File: config.mk
export PLATFORM = sky130hd
export DESIGN_NAME = eqed_inj_ctrl
export DESIGN_NICKNAME = d
export VERILOG_FILES = /design/src/rtl/eqed_inj_ctrl.sv
export SDC_FILE = /design/constraint.sdc
export NUM_CORES = 1
export LEC_CHECK = 0
export ABC_AREA = 1
export CAP_MARGIN = 20
export CORE_MARGIN = 4
export CORE_UTILIZATION = 54
export CTS_CLUSTER_DIAMETER = 120
export DETAILED_ROUTE_END_ITERATION = 16
export PLACE_DENSITY = 0.81
export SKIP_LAST_GASP = 1
export SLEW_MARGIN = 0
export SYNTH_ARGS = -nofsm -noshare
export SYNTH_HDL_FRONTEND = slang
export SYNTH_SLANG_ARGS = --single-unit
File: constraint.sdc
create_clock -name clk -period 2.65 [get_ports clk]
set_clock_uncertainty 0.2 [all_clocks]
set_input_delay 0.3975 -clock clk [delete_from_list [all_inputs] [get_ports clk]]
set_output_delay 0.3975 -clock clk [all_outputs]
set_load 0.02 [all_outputs]
File: src/rtl/eqed_inj_ctrl.sv
// eqed_inj_ctrl
// Fault-injection controller for EQED-instrumented designs. One request is
// handled at a time. After a programmable start delay it drives exactly one
// select line (flipping that flop's D input) for a programmable duration. It
// then watches the external mismatch flag over a fixed observation window
// and reports whether, and how quickly, the flip was detected.
//
// Ports
//   clk        clock, rising edge
//   rst        synchronous active-high reset
//   start      request strobe (sampled only when idle)
//   tgt_idx    select line to drive
//   delay      cycles to wait before injecting
//   dur        cycles to hold the select line (0 behaves as 1)
//   abort      cancel the in-flight request
//   mismatch   error flag from the checker / duplicate compare
//   eqed_sel   registered select vector, one-hot or zero
//   busy       request in progress
//   done       one-cycle completion pulse
//   detected   mismatch seen during the last request
//   det_lat    cycles from first select cycle to first mismatch (saturating)
//   req_err    one-cycle pulse for a rejected (out-of-range) request
//   inj_count  completed injections (saturating)
module eqed_inj_ctrl #(
  parameter int NUM_SEL = 8,
  parameter int IDX_W   = 3,
  parameter int DELAY_W = 8,
  parameter int DUR_W   = 4,
  parameter int OBS_LEN = 4,
  parameter int LAT_W   = 8,
  parameter int CNT_W   = 16
) (
  input  logic               clk,
  input  logic               rst,
  input  logic               start,
  input  logic [IDX_W-1:0]   tgt_idx,
  input  logic [DELAY_W-1:0] delay,
  input  logic [DUR_W-1:0]   dur,
  input  logic               abort,
  input  logic               mismatch,
  output logic [NUM_SEL-1:0] eqed_sel,
  output logic               busy,
  output logic               done,
  output logic               detected,
  output logic [LAT_W-1:0]   det_lat,
  output logic               req_err,
  output logic [CNT_W-1:0]   inj_count
);

  localparam int OBS_W = $clog2(OBS_LEN + 1);

  typedef enum logic [2:0] {IDLE, WAIT, INJECT, OBSERVE, DONE} state_t;

  state_t             state;
  logic [IDX_W-1:0]   idx_q;
  logic [DELAY_W-1:0] dly_cnt;
  logic [DUR_W-1:0]   dur_cnt;
  logic [OBS_W-1:0]   obs_cnt;
  // Cycles elapsed since the first INJECT cycle; 0 in that cycle.
  logic [LAT_W-1:0]   lat_cnt;

  function automatic logic [NUM_SEL-1:0] onehot(input logic [IDX_W-1:0] i);
    logic [NUM_SEL-1:0] v;
    v = '0;
    for (int k = 0; k < NUM_SEL; k++) begin
      if (int'(i) == k) v[k] = 1'b1;
    end
    return v;
  endfunction

  function automatic logic [LAT_W-1:0] sat_inc_lat(input logic [LAT_W-1:0] x);
    return (x == '1) ? x : x + LAT_W'(1);
  endfunction

  function automatic logic [CNT_W-1:0] sat_inc_cnt(input logic [CNT_W-1:0] x);
    return (x == '1) ? x : x + CNT_W'(1);
  endfunction

  // Only the first mismatch of a request is recorded.
  function automatic logic first_hit(input logic mm, input logic det);
    return mm && !det;
  endfunction

  always_ff @(posedge clk) begin
    if (rst) begin
      state     <= IDLE;
      eqed_sel  <= '0;
      busy      <= 1'b0;
      done      <= 1'b0;
      detected  <= 1'b0;
      det_lat   <= '0;
      req_err   <= 1'b0;
      inj_count <= '0;
    end else begin
      done    <= 1'b0;
      req_err <= 1'b0;
      if (state != IDLE && abort) begin
        // Abort beats any same-cycle mismatch; partial detection results stay.
        state    <= IDLE;
        eqed_sel <= '0;
        busy     <= 1'b0;
      end else begin
        case (state)
          IDLE: begin
            if (start) begin
              if (int'(tgt_idx) < NUM_SEL) begin
                idx_q    <= tgt_idx;
                dly_cnt  <= delay;
                dur_cnt  <= (dur == '0) ? DUR_W'(1) : dur;
                lat_cnt  <= '0;
                detected <= 1'b0;
                det_lat  <= '0;
                busy     <= 1'b1;
                if (delay == '0) begin
                  state    <= INJECT;
                  eqed_sel <= onehot(tgt_idx);
                end else begin
                  state <= WAIT;
                end
              end else begin
                req_err <= 1'b1;
              end
            end
          end
          WAIT: begin
            // Select is registered on the transition so it rises exactly
            // with the first INJECT cycle.
            if (dly_cnt <= DELAY_W'(1)) begin
              state    <= INJECT;
              eqed_sel <= onehot(idx_q);
            end else begin
              dly_cnt <= dly_cnt - DELAY_W'(1);
            end
          end
          INJECT: begin
            if (first_hit(mismatch, detected)) begin
              detected <= 1'b1;
              det_lat  <= lat_cnt;
            end
            lat_cnt <= sat_inc_lat(lat_cnt);
            if (dur_cnt <= DUR_W'(1)) begin
              state    <= OBSERVE;
              eqed_sel <= '0;
              obs_cnt  <= OBS_W'(OBS_LEN);
            end else begin
              dur_cnt <= dur_cnt - DUR_W'(1);
            end
          end
          OBSERVE: begin
            if (first_hit(mismatch, detected)) begin
              detected <= 1'b1;
              det_lat  <= lat_cnt;
            end
            lat_cnt <= sat_inc_lat(lat_cnt);
            if (obs_cnt <= OBS_W'(1)) begin
              state     <= DONE;
              done      <= 1'b1;
              inj_count <= sat_inc_cnt(inj_count);
            end else begin
              obs_cnt <= obs_cnt - OBS_W'(1);
            end
          end
          DONE: begin
            state <= IDLE;
            busy  <= 1'b0;
          end
          default: begin
            state    <= IDLE;
            eqed_sel <= '0;
            busy     <= 1'b0;
          end
        endcase
      end
    end
  end

endmodule
==> results of run 1 <==
power groups by stage:
stage	combinational [mW]	clock (mW)	sequential [mW]
floorplan	0.767	0	1.42
CTS	1.21	0.764	1.34
finish	1.20	0.749	1.34
global route	1.37	0.815	1.36
global placement	1.16	0	1.35
detailed placement	1.20	0	1.36
kinds of logic (layout without fill, tap and decap cells):
| logic type | Yosys count | count (layout) | share of synthesized area, % |
|---|---|---|---|
| xor+xnor | 13 | 13 | 3.263 |
| simple gates | 270 | 270 | 31.66 |
| fa+ha+maj | 8 | 8 | 2.869 |
| compound gates | 71 | 71 | 10.83 |
| other cells | 1 | 1 | 0.1075 |
| flops | 64 | 64 | 44.17 |
| buf+inv | 62 | 125 | 7.099 |
worst max-delay path by stage:
| stage | start | cells after the start | end | slack (ns) |
|---|---|---|---|---|
| after CTS | inj_count[0]$_SDFFE_PP0P_ | 7 | inj_count[8]$_SDFFE_PP0P_ | 0.45 |
| after detailed placement | abort | 7 | dly_cnt[7]$_DFFE_PP_ | 0.29 |
| final | state[0]$_SDFFE_PP0P_ | 8 | dly_cnt[5]$_DFFE_PP_ | 0.45 |
| after global placement | abort | 7 | dly_cnt[6]$_DFFE_PP_ | 0.32 |
| after global routing | inj_count[0]$_SDFFE_PP0P_ | 7 | inj_count[3]$_SDFFE_PP0P_ | 0.26 |
| after floorplan | state[0]$_SDFFE_PP0P_ | 7 | dly_cnt[0]$_DFFE_PP_ | 0.36 |
metal layers:
| layer | part of all wire (%) | up-vias | GRT usage, % |
|---|---|---|---|
| met4 | 1.2 | 0 | 8.379 |
| met2 | 48 | 83 | 35.08 |
| met5 | 0 | - | 0 |
| met1 | 46 | 1488 | 27.64 |
| met3 | 5.1 | 12 | 4.935 |
| li1 | - | 1680 | - |
placed cells by master, fill, tap and decap left out, types with 2 or more instances in the layout:
master             n
ha_1               8
xor2_1             3
xnor2_1           10
nor3_1             7
clkinv_1           2
clkbuf_8           9
nand2_1          144
inv_1             47
clkinv_2           2
inv_2              3
buf_4              5
nor2_1            79
a21oi_1           34
dfxtp_1           38
edfxtp_1          26
clkbuf_1           2
o21ai_0           28
nand3_1           26
nand2_2            3
o21a_1             3
nor2_2             3
clkdlybuf4s50_1   54
nor2_4             2
area by class of cell:
cell class | count | area share [%]
multi-input cells | 363 | 39.75
well taps | 77 | 2.252
flip-flops and latches | 64 | 36.03
inverters | 50 | 4.387
clock buffers | 12 | 3.656
repair buffers | 59 | 13.51
clock inverters | 4 | 0.4095
flip-flops by register name, summed over array words and instances, names as in the netlist, 3 cells and up:
| signal | cells |
|---|---|
| dly_cnt | 8 |
| obs_cnt | 3 |
| lat_cnt | 8 |
| eqed_sel | 8 |
| dur_cnt | 4 |
| inj_count | 16 |
| state | 3 |
| det_lat | 8 |
| idx_q | 3 |
critical path, delay by kind of cell, from the launching register on:
family / cells / cell delay, ns
buffers and inverters: 2 / 0.28
DFF: 1 / 0.36
AOI/OAI and AO/OA: 1 / 0.19
and+or+nand+nor: 5 / 0.86
==> flow_metrics.env, run 1 <==
export IMPL_cts_setup_buffers=0
export IMPL_r2r_end="dly_cnt[5]$_DFFE_PP_"
export IMPL_wl_mm=7.971
export IMPL_yosysWarnings=0
export IMPL_synth_seq_cells=64
export IMPL_first_pass_iters=5
export IMPL_swShare_pct=37.75
export IMPL_fmax_ghz=0.4540
export IMPL_outcome="complete, no violations"
export IMPL_ctsResizeCount=0
export IMPL_postSynthCellCount=489
export IMPL_whs_endpoint="det_lat[2]$_SDFFE_PP0P_"
export IMPL_core_area_um2=6314
export IMPL_drcViolationCount=0
export IMPL_start_util_pct=55.27
export IMPL_seqPwrFrac_pct=40.7
export IMPL_power_density_nw_per_um2=769.5
export IMPL_async_reset_ff_share_pct=0
export IMPL_clkLatencyLatePin_ns=0.33
export IMPL_crit_slowest_cell="dfxtp_1"
export IMPL_r2r_start="state[0]$_SDFFE_PP0P_"
export IMPL_yosys_top_cells_count="144 x nand2_1, 79 x nor2_1, 47 x inv_1"
export IMPL_path_common_cell="nand2_1"
export IMPL_pre_cts_slack_ns=0.2944
export IMPL_design_area_um2=4278
export IMPL_cts_tree="yes"
export IMPL_fin_cells=629
export IMPL_syn_area_um2=3490
export IMPL_p_sw_mw=1.243
export IMPL_r2r_slack_ns=0.45
export IMPL_clockPowerShare_pct=22.7
export IMPL_dpl_instance_area_um2=4104
export IMPL_clk_pin_slew_ns=0.07
export IMPL_die_area_um2=7812
export IMPL_hp_start="det_lat[2]$_SDFFE_PP0P_"
export IMPL_drive_above_1_share_pct=5.616
export IMPL_min_path_type="register to register"
export IMPL_finish_utilization_pct=67.76
export IMPL_htree_levels=3
export IMPL_avgSynthCellArea_um2=7.136
export IMPL_maxCapViolations=0
export IMPL_diodes=0
export IMPL_gp_congestion=0.8537
export IMPL_finalSetupTns_ns=0
export IMPL_rows=29
export IMPL_cp_end_kind="register"
export IMPL_drt_iter0_markers=169
export IMPL_ant_nets=0
export IMPL_grt_pass1_wl_mm=13.28
export IMPL_rsz0062_at_grt="false"
export IMPL_p_int_mw=2.049
export IMPL_p_total_mw=3.292
export IMPL_viasPerCell=5.188
export IMPL_start_kind="register"
export IMPL_synthFlopType="dfxtp_1"
export IMPL_drv_slew=0
export IMPL_yosysTopAreaCellShare_pct=22.37
export IMPL_fp_dieW_um=88.39
export IMPL_fin_crit_sh_pct=83.12
export IMPL_grt_remaining_overflow=0
export IMPL_multi_input_area_um2=1700
export IMPL_grt_antenna_before_repair=0
export IMPL_placed_cells_incl_taps=613
export IMPL_finalWorstSetupSlack_ns=0.4474
export IMPL_yosysMostFrequentCell="nand2_1"
export IMPL_vdd_drop_max_uv=462.1
export IMPL_synth_cell_types=34
export IMPL_pin_count=56
export IMPL_synth_edf_count=26
export IMPL_path_cells="nor2_2 > nand2_2 > nand2_1 > inv_1 > nor2_1 > nand2_1 > a211oi_1 > buf_4"
export IMPL_regArea_um2=1541
export IMPL_avgRoutedWirePerCell_um=12.67
export IMPL_worstPathMaxFanout=8
export IMPL_setup_viol=0
export IMPL_grt_max_degree=28
export IMPL_synthTopCellsByArea="edfxtp_1 22%, dfxtp_1 22%, nand2_1 15%"
export IMPL_yosysSeqAreaShare_pct=44.17
export IMPL_fin_crit_ns=2.203
export IMPL_nNetsFinal=575
export IMPL_vias=3263
export IMPL_timing_hold_worst_path_depth=2
export IMPL_nFillCells=552
export IMPL_synth_fp_nets=517
export IMPL_p_comb_share_pct=36.6
export IMPL_fp_dieH_um=88.39
export IMPL_clockBufferDepth=2
export IMPL_grt_util_all_layers_pct=21.47
export IMPL_hold_ws_ns=0.2684
export IMPL_yosys_area_top_type="edfxtp_1"
export IMPL_power_leakage_nw=1.727
export IMPL_cts_num_sinks=64
export IMPL_reg2regPathDepth=8
export IMPL_crit_type="register to register"
export IMPL_cts_buffers=9
export IMPL_cpPeakStageDelay_ns=0.36
export IMPL_grt_pass1_vias=3056
export IMPL_areaGrowthSynthToFinish_pct=22.59
export IMPL_arrival_ns=2.05
export IMPL_dp_hpwl_mm=5.926
export IMPL_cts_hold_buffers=0
export IMPL_clock_root_buffer="clkbuf_8"
export IMPL_cp_data_required_time_ns=2.50
export IMPL_port_buffers=54
export IMPL_hold_viol_final=0
(Power assumes the default switching activity.)
==> run 2: changes to the inputs <==
==> constraint.sdc (replaced) <==
create_clock -name clk -period 2.2 [get_ports clk]
set_clock_uncertainty 0.2 [all_clocks]
set_input_delay 0.33 -clock clk [delete_from_list [all_inputs] [get_ports clk]]
set_output_delay 0.33 -clock clk [all_outputs]
set_load 0.02 [all_outputs]
==> run 2 against run 1 <==
Non-clock buffer count is 8 higher. Final cell count up 1.3%. Cell area is 2.0% higher. Sequential share of layout area shrank 0.71 points. Total power is 23% higher. Sequential power up 20%. Largest cell class unchanged. Highest routed layer unchanged.
==> flow_metrics.env, run 2 (synthesized netlist as in run 1, its figures left out) <==
export IMPL_outcome="complete, no violations"
export IMPL_areaGrowthSynthToFinish_pct=25.06
export IMPL_dp_hpwl_mm=5.953
export IMPL_pin_count=56
export IMPL_grt_remaining_overflow=0
export IMPL_gp_congestion=0.8662
export IMPL_design_area_um2=4364
export IMPL_r2r_start="inj_count[0]$_SDFFE_PP0P_"
export IMPL_arrival_ns=2.11
export IMPL_most_common_layout_cells="144 x nand2_1, 78 x nor2_1, 54 x clkdlybuf4s50_1"
export IMPL_first_pass_iters=5
export IMPL_fp_dieH_um=88.39
export IMPL_grt_antenna_before_repair=0
export IMPL_drive_above_1_share_pct=7.500
export IMPL_vdd_drop_max_uv=601.8
export IMPL_start_kind="register"
export IMPL_drv_slew=0
export IMPL_start_util_pct=55.27
export IMPL_cp_data_required_time_ns=2.26
export IMPL_drt_iter0_markers=249
export IMPL_port_buffers=54
export IMPL_largest_reg_flops=16
export IMPL_viasPerCell=5.190
export IMPL_nNetsFinal=583
export IMPL_power_density_nw_per_um2=929.3
export IMPL_crit_type="register to register"
export IMPL_hp_start="det_lat[5]$_SDFFE_PP0P_"
export IMPL_wl_mm=8.013
export IMPL_fp_dieW_um=88.39
export IMPL_clock_root_buffer="clkbuf_8"
export IMPL_core_area_um2=6314
export IMPL_fmax_ghz=0.4864
export IMPL_die_area_um2=7812
export IMPL_hold_viol_final=0
export IMPL_min_path_type="register to register"
export IMPL_grt_util_all_layers_pct=21.67
export IMPL_grt_pass1_vias=3196
export IMPL_cp_startpoint="inj_count[0]$_SDFFE_PP0P_"
export IMPL_cts_num_sinks=64
export IMPL_multi_input_area_um2=1717
export IMPL_hold_ws_ns=0.2686
export IMPL_grt_max_degree=28
export IMPL_avgRoutedWirePerCell_um=12.58
export IMPL_clkLatencyLatePin_ns=0.33
export IMPL_route_met3_wl_um=433
export IMPL_ant_nets=0
export IMPL_drcViolationCount=0
export IMPL_vias=3306
export IMPL_wl_met2_mm=3.923
export IMPL_nFillCells=530
export IMPL_pre_cts_slack_ns=-0.001171
export IMPL_clk_pin_slew_ns=0.06
export IMPL_maxCapViolations=0
export IMPL_dpl_instance_area_um2=4165
export IMPL_finalWorstSetupSlack_ns=0.1440
export IMPL_fin_crit_sh_pct=93.46
export IMPL_regArea_um2=1541
export IMPL_cts_buffers=9
export IMPL_p_total_mw=4.056
export IMPL_cts_tree="yes"
export IMPL_htree_levels=3
export IMPL_fin_crit_ns=2.056
export IMPL_setup_viol=0
export IMPL_final_common_cell="nand2_1"
export IMPL_cp_end_kind="register"
export IMPL_cts_hold_buffers=0
export IMPL_diodes=0
export IMPL_clockBufferDepth=2
export IMPL_worstPathMaxFanout=14
export IMPL_power_leakage_nw=1.771
export IMPL_top_layer_used="met4"
export IMPL_r2r_slack_ns=0.14
export IMPL_rows=29
export IMPL_rsz0062_at_grt="false"
export IMPL_top_register="inj_count"
export IMPL_wl_met1_mm=3.541
export IMPL_grt_pass1_wl_mm=13.43
## run 2: report_power, final
part / leakage, nW / switching, mW / internal (mW) / total, mW
clock: 0.0877 / 0.418 / 0.471 / 0.889
combinational: 1.13 / 0.954 / 0.601 / 1.55
sequential: 0.549 / 0.131 / 1.48 / 1.61
total: 1.77 / 1.50 / 2.55 / 4.06
## run 2: area by class of cell
type                            count  area share [%]
Multi-Input combinational cell    363           39.33
Sequential cell                    64           35.32
Timing Repair Buffer               67           14.91
Inverter                           50           4.300
Clock buffer                       15           3.813
Tap cell                           77           2.208
Clock inverter                      1          0.1147
## run 2: through the flow
stage	setup TNS, ns	std cells	util (%)
finish	0	637	69.12
global route	0	637	69.12
CTS	0	636	68.69
detailed placement	-0.008070	620	65.97
global placement	0	620	65.97
floorplan	0	489	-
## run 2: path summary, 6_finish.rpt
kind / to / cells past startpoint
min reg2reg: det_lat[5]$_SDFFE_PP0P_ / 2
min: det_lat[5]$_SDFFE_PP0P_ / 2
max reg2reg: inj_count[13]$_SDFFE_PP0P_ / 7
max: inj_count[13]$_SDFFE_PP0P_ / 7
## run 2: what timing repair did
item	CTS	global route
cloned	0	0
resized for setup	1	2
pin swaps	0	1
buffers inserted	0	1
endpoints found under the setup margin	1	30
## run 2: per-layer routing
| layer | global-route usage, % | up-vias |
|---|---|---|
| li1 | - | 1701 |
| met3 | 4.469 | 13 |
| met5 | 0 | - |
| met4 | 9.066 | 0 |
| met2 | 36.85 | 88 |
| met1 | 26.72 | 1504 |
## run 2: worst max-delay path: stages, from the launching register on
cell     delay, ns
dfxtp_1       0.42
ha_1          0.25
inv_1         0.05
nor2_1        0.27
nand4_1       0.14
nand2_1       0.39
nand2_1       0.10
a21oi_1       0.17
==> run 3: changes to the inputs <==
--- a/config.mk
+++ b/config.mk
@@ -7,6 +7,7 @@
 export LEC_CHECK = 0
 export ABC_AREA = 1
 export CAP_MARGIN = 20
+export CORE_ASPECT_RATIO = 1.5
 export CORE_MARGIN = 4
 export CORE_UTILIZATION = 54
 export CTS_CLUSTER_DIAMETER = 120
==> run 3 against run 2 <==
Clock-buffer cell count decreased by 3. First-iteration DRC count decreased by 38%. Via count decreased by 1.3%. Flip-flop and latch count unchanged. Clock power decreased by 2.4%. Final cell count decreased by 0.16%. Sequential share of layout area increased by 0.061 points. Critical path type unchanged. Critical endpoint is now eqed_sel[5]$_SDFFE_PP0P_. Largest power group unchanged. Highest routed layer unchanged.
==> flow_metrics.env, run 3 (synthesized netlist as in run 1, its figures left out) <==
export IMPL_outcome="complete, no violations"
export IMPL_first_pass_iters=4
export IMPL_fin_crit_sh_pct=92.66
export IMPL_nNetsFinal=585
export IMPL_avgRoutedWirePerCell_um=12.48
export IMPL_fmax_ghz=0.4906
export IMPL_ctsResizeCount=0
export IMPL_grt_remaining_overflow=0
export IMPL_path_cells="inv_1 > ha_1 > inv_1 > nand2_1 > nand2_1 > o21ai_1 > nand2_2 > nor2_4 > buf_4 > nor2_1 > nor2_1"
export IMPL_drt_iter0_markers=154
export IMPL_gp_congestion=0.9025
export IMPL_finalSetupTns_ns=0
export IMPL_cts_setup_buffers=0
export IMPL_nFillCells=531
export IMPL_swShare_pct=37.64
export IMPL_die_area_um2=7839
export IMPL_p_int_mw=2.500
export IMPL_hold_viol_final=0
export IMPL_p_sw_mw=1.509
export IMPL_cts_num_sinks=64
export IMPL_cp_top_family="simple AND/OR/NAND/NOR gates"
export IMPL_cts_tree="yes"
export IMPL_power_leakage_nw=1.779
export IMPL_areaGrowthSynthToFinish_pct=24.85
export IMPL_grt_pass1_wl_mm=13.40
export IMPL_crit_type="register to register"
export IMPL_path_buf_inv=3
export IMPL_drive_above_1_share_pct=8.541
export IMPL_clockBufferDepth=2
export IMPL_p_total_mw=4.009
export IMPL_cts_buffers=9
export IMPL_rsz0062_at_grt="false"
export IMPL_wl_mm=7.936
export IMPL_maxCapViolations=0
export IMPL_cts_hold_buffers=0
export IMPL_ant_nets=0
export IMPL_arrival_ns=2.11
export IMPL_diodes=0
export IMPL_start_kind="register"
export IMPL_multi_input_area_um2=1717
export IMPL_clk_pin_slew_ns=0.07
export IMPL_power_density_nw_per_um2=920.2
export IMPL_pin_count=56
export IMPL_fin_crit_ns=2.039
export IMPL_core_area_um2=6218
export IMPL_dp_hpwl_mm=5.823
export IMPL_grt_util_all_layers_pct=21.30
export IMPL_largest_reg_flops=16
export IMPL_cp_end_kind="register"
export IMPL_htree_levels=3
export IMPL_regArea_um2=1541
export IMPL_grt_max_degree=28
export IMPL_p_comb_share_pct=38.1
export IMPL_fp_dieH_um=106.5
export IMPL_rows=35
export IMPL_clock_root_buffer="clkbuf_8"
export IMPL_cpPeakStageDelay_ns=0.43
export IMPL_setup_viol=0
export IMPL_drv_slew=0
export IMPL_most_common_layout_cells="143 x nand2_1, 77 x nor2_1, 54 x clkdlybuf4s50_1"
export IMPL_grt_antenna_before_repair=0
export IMPL_port_buffers=54
export IMPL_seqPwrFrac_pct=40.2
export IMPL_clkLatencyLatePin_ns=0.34
export IMPL_drcViolationCount=0
export IMPL_grt_pass1_vias=3146
export IMPL_r2r_slack_ns=0.16
export IMPL_vdd_drop_max_uv=723.3
export IMPL_clockPowerShare_pct=21.6
export IMPL_worstPathMaxFanout=9
export IMPL_start_util_pct=56.12
export IMPL_top_register="inj_count"
export IMPL_fp_dieW_um=73.64
export IMPL_cp_data_required_time_ns=2.28
export IMPL_crit_slowest_cell="edfxtp_1"
export IMPL_vias=3263
export IMPL_final_common_cell="nand2_1"
export IMPL_finish_utilization_pct=70.06
export IMPL_viasPerCell=5.131
export IMPL_min_path_type="register to register"
## run 3: changes by cell type in the layout (fill, tap and decap cells not counted), sizes merged
| cell | previous run | this run |
|---|---|---|
| clkinv | 1 | 4 |
| buf | 13 | 15 |
| clkbuf | 15 | 12 |
## run 3: final timing paths
| path | start | endpoint | depth (start not counted) |
|---|---|---|---|
| worst max register to register | dly_cnt[0]$_DFFE_PP_ | eqed_sel[5]$_SDFFE_PP0P_ | 11 |
| worst max-delay path | dly_cnt[0]$_DFFE_PP_ | eqed_sel[5]$_SDFFE_PP0P_ | 11 |
| worst min register to register | det_lat[1]$_SDFFE_PP0P_ | det_lat[1]$_SDFFE_PP0P_ | 2 |
| worst min-delay path | det_lat[1]$_SDFFE_PP0P_ | det_lat[1]$_SDFFE_PP0P_ | 2 |
## run 3: area by class of cell
type | count | area share, %
Inverter | 50 | 4.308
Tap cell | 74 | 2.125
Clock buffer | 12 | 3.331
Clock inverter | 4 | 0.4595
Timing Repair Buffer | 69 | 14.99
Sequential cell | 64 | 35.38
Multi-Input combinational cell | 363 | 39.40
## run 3: power groups by stage
stage | Combinational [mW] | Clock, mW | Sequential [mW]
after floorplan | 0.932 | 0 | 1.70
after global placement | 1.49 | 0 | 1.63
after detailed placement | 1.52 | 0 | 1.64
after CTS | 1.53 | 0.893 | 1.61
after global routing | 1.73 | 0.944 | 1.63
final | 1.53 | 0.868 | 1.61
## run 3: stage by stage
step / worst slack, ns / area [um2] / instances / hold slack, ns
3_5_place_dp: 0.009737 / 4184 / 620 / 0.2580
5_1_grt: 0.001125 / 4357 / 636 / 0.2989
4_1_cts: 0.08333 / 4349 / 636 / 0.2703
2_1_floorplan: 0.1629 / 3498 / 489 / 0.2289
3_3_place_gp: 0.05983 / 4184 / 620 / 0.2557
6_report: 0.1615 / 4357 / 636 / 0.2677
## run 3: tightest hold or removal path, stage by stage, from the launching register on
cell,delay [ns]
dfxtp_1,0.31
nand2_1,0.06
a21oi_1,0.05
## run 3: layer usage
layer	part of all wire [%]	up-vias	global-route usage [%]
met2	52	68	37.25
li1	-	1697	-
met4	1.4	0	7.902
met1	43	1488	25.05
met5	0	-	0
met3	4.0	10	4.163
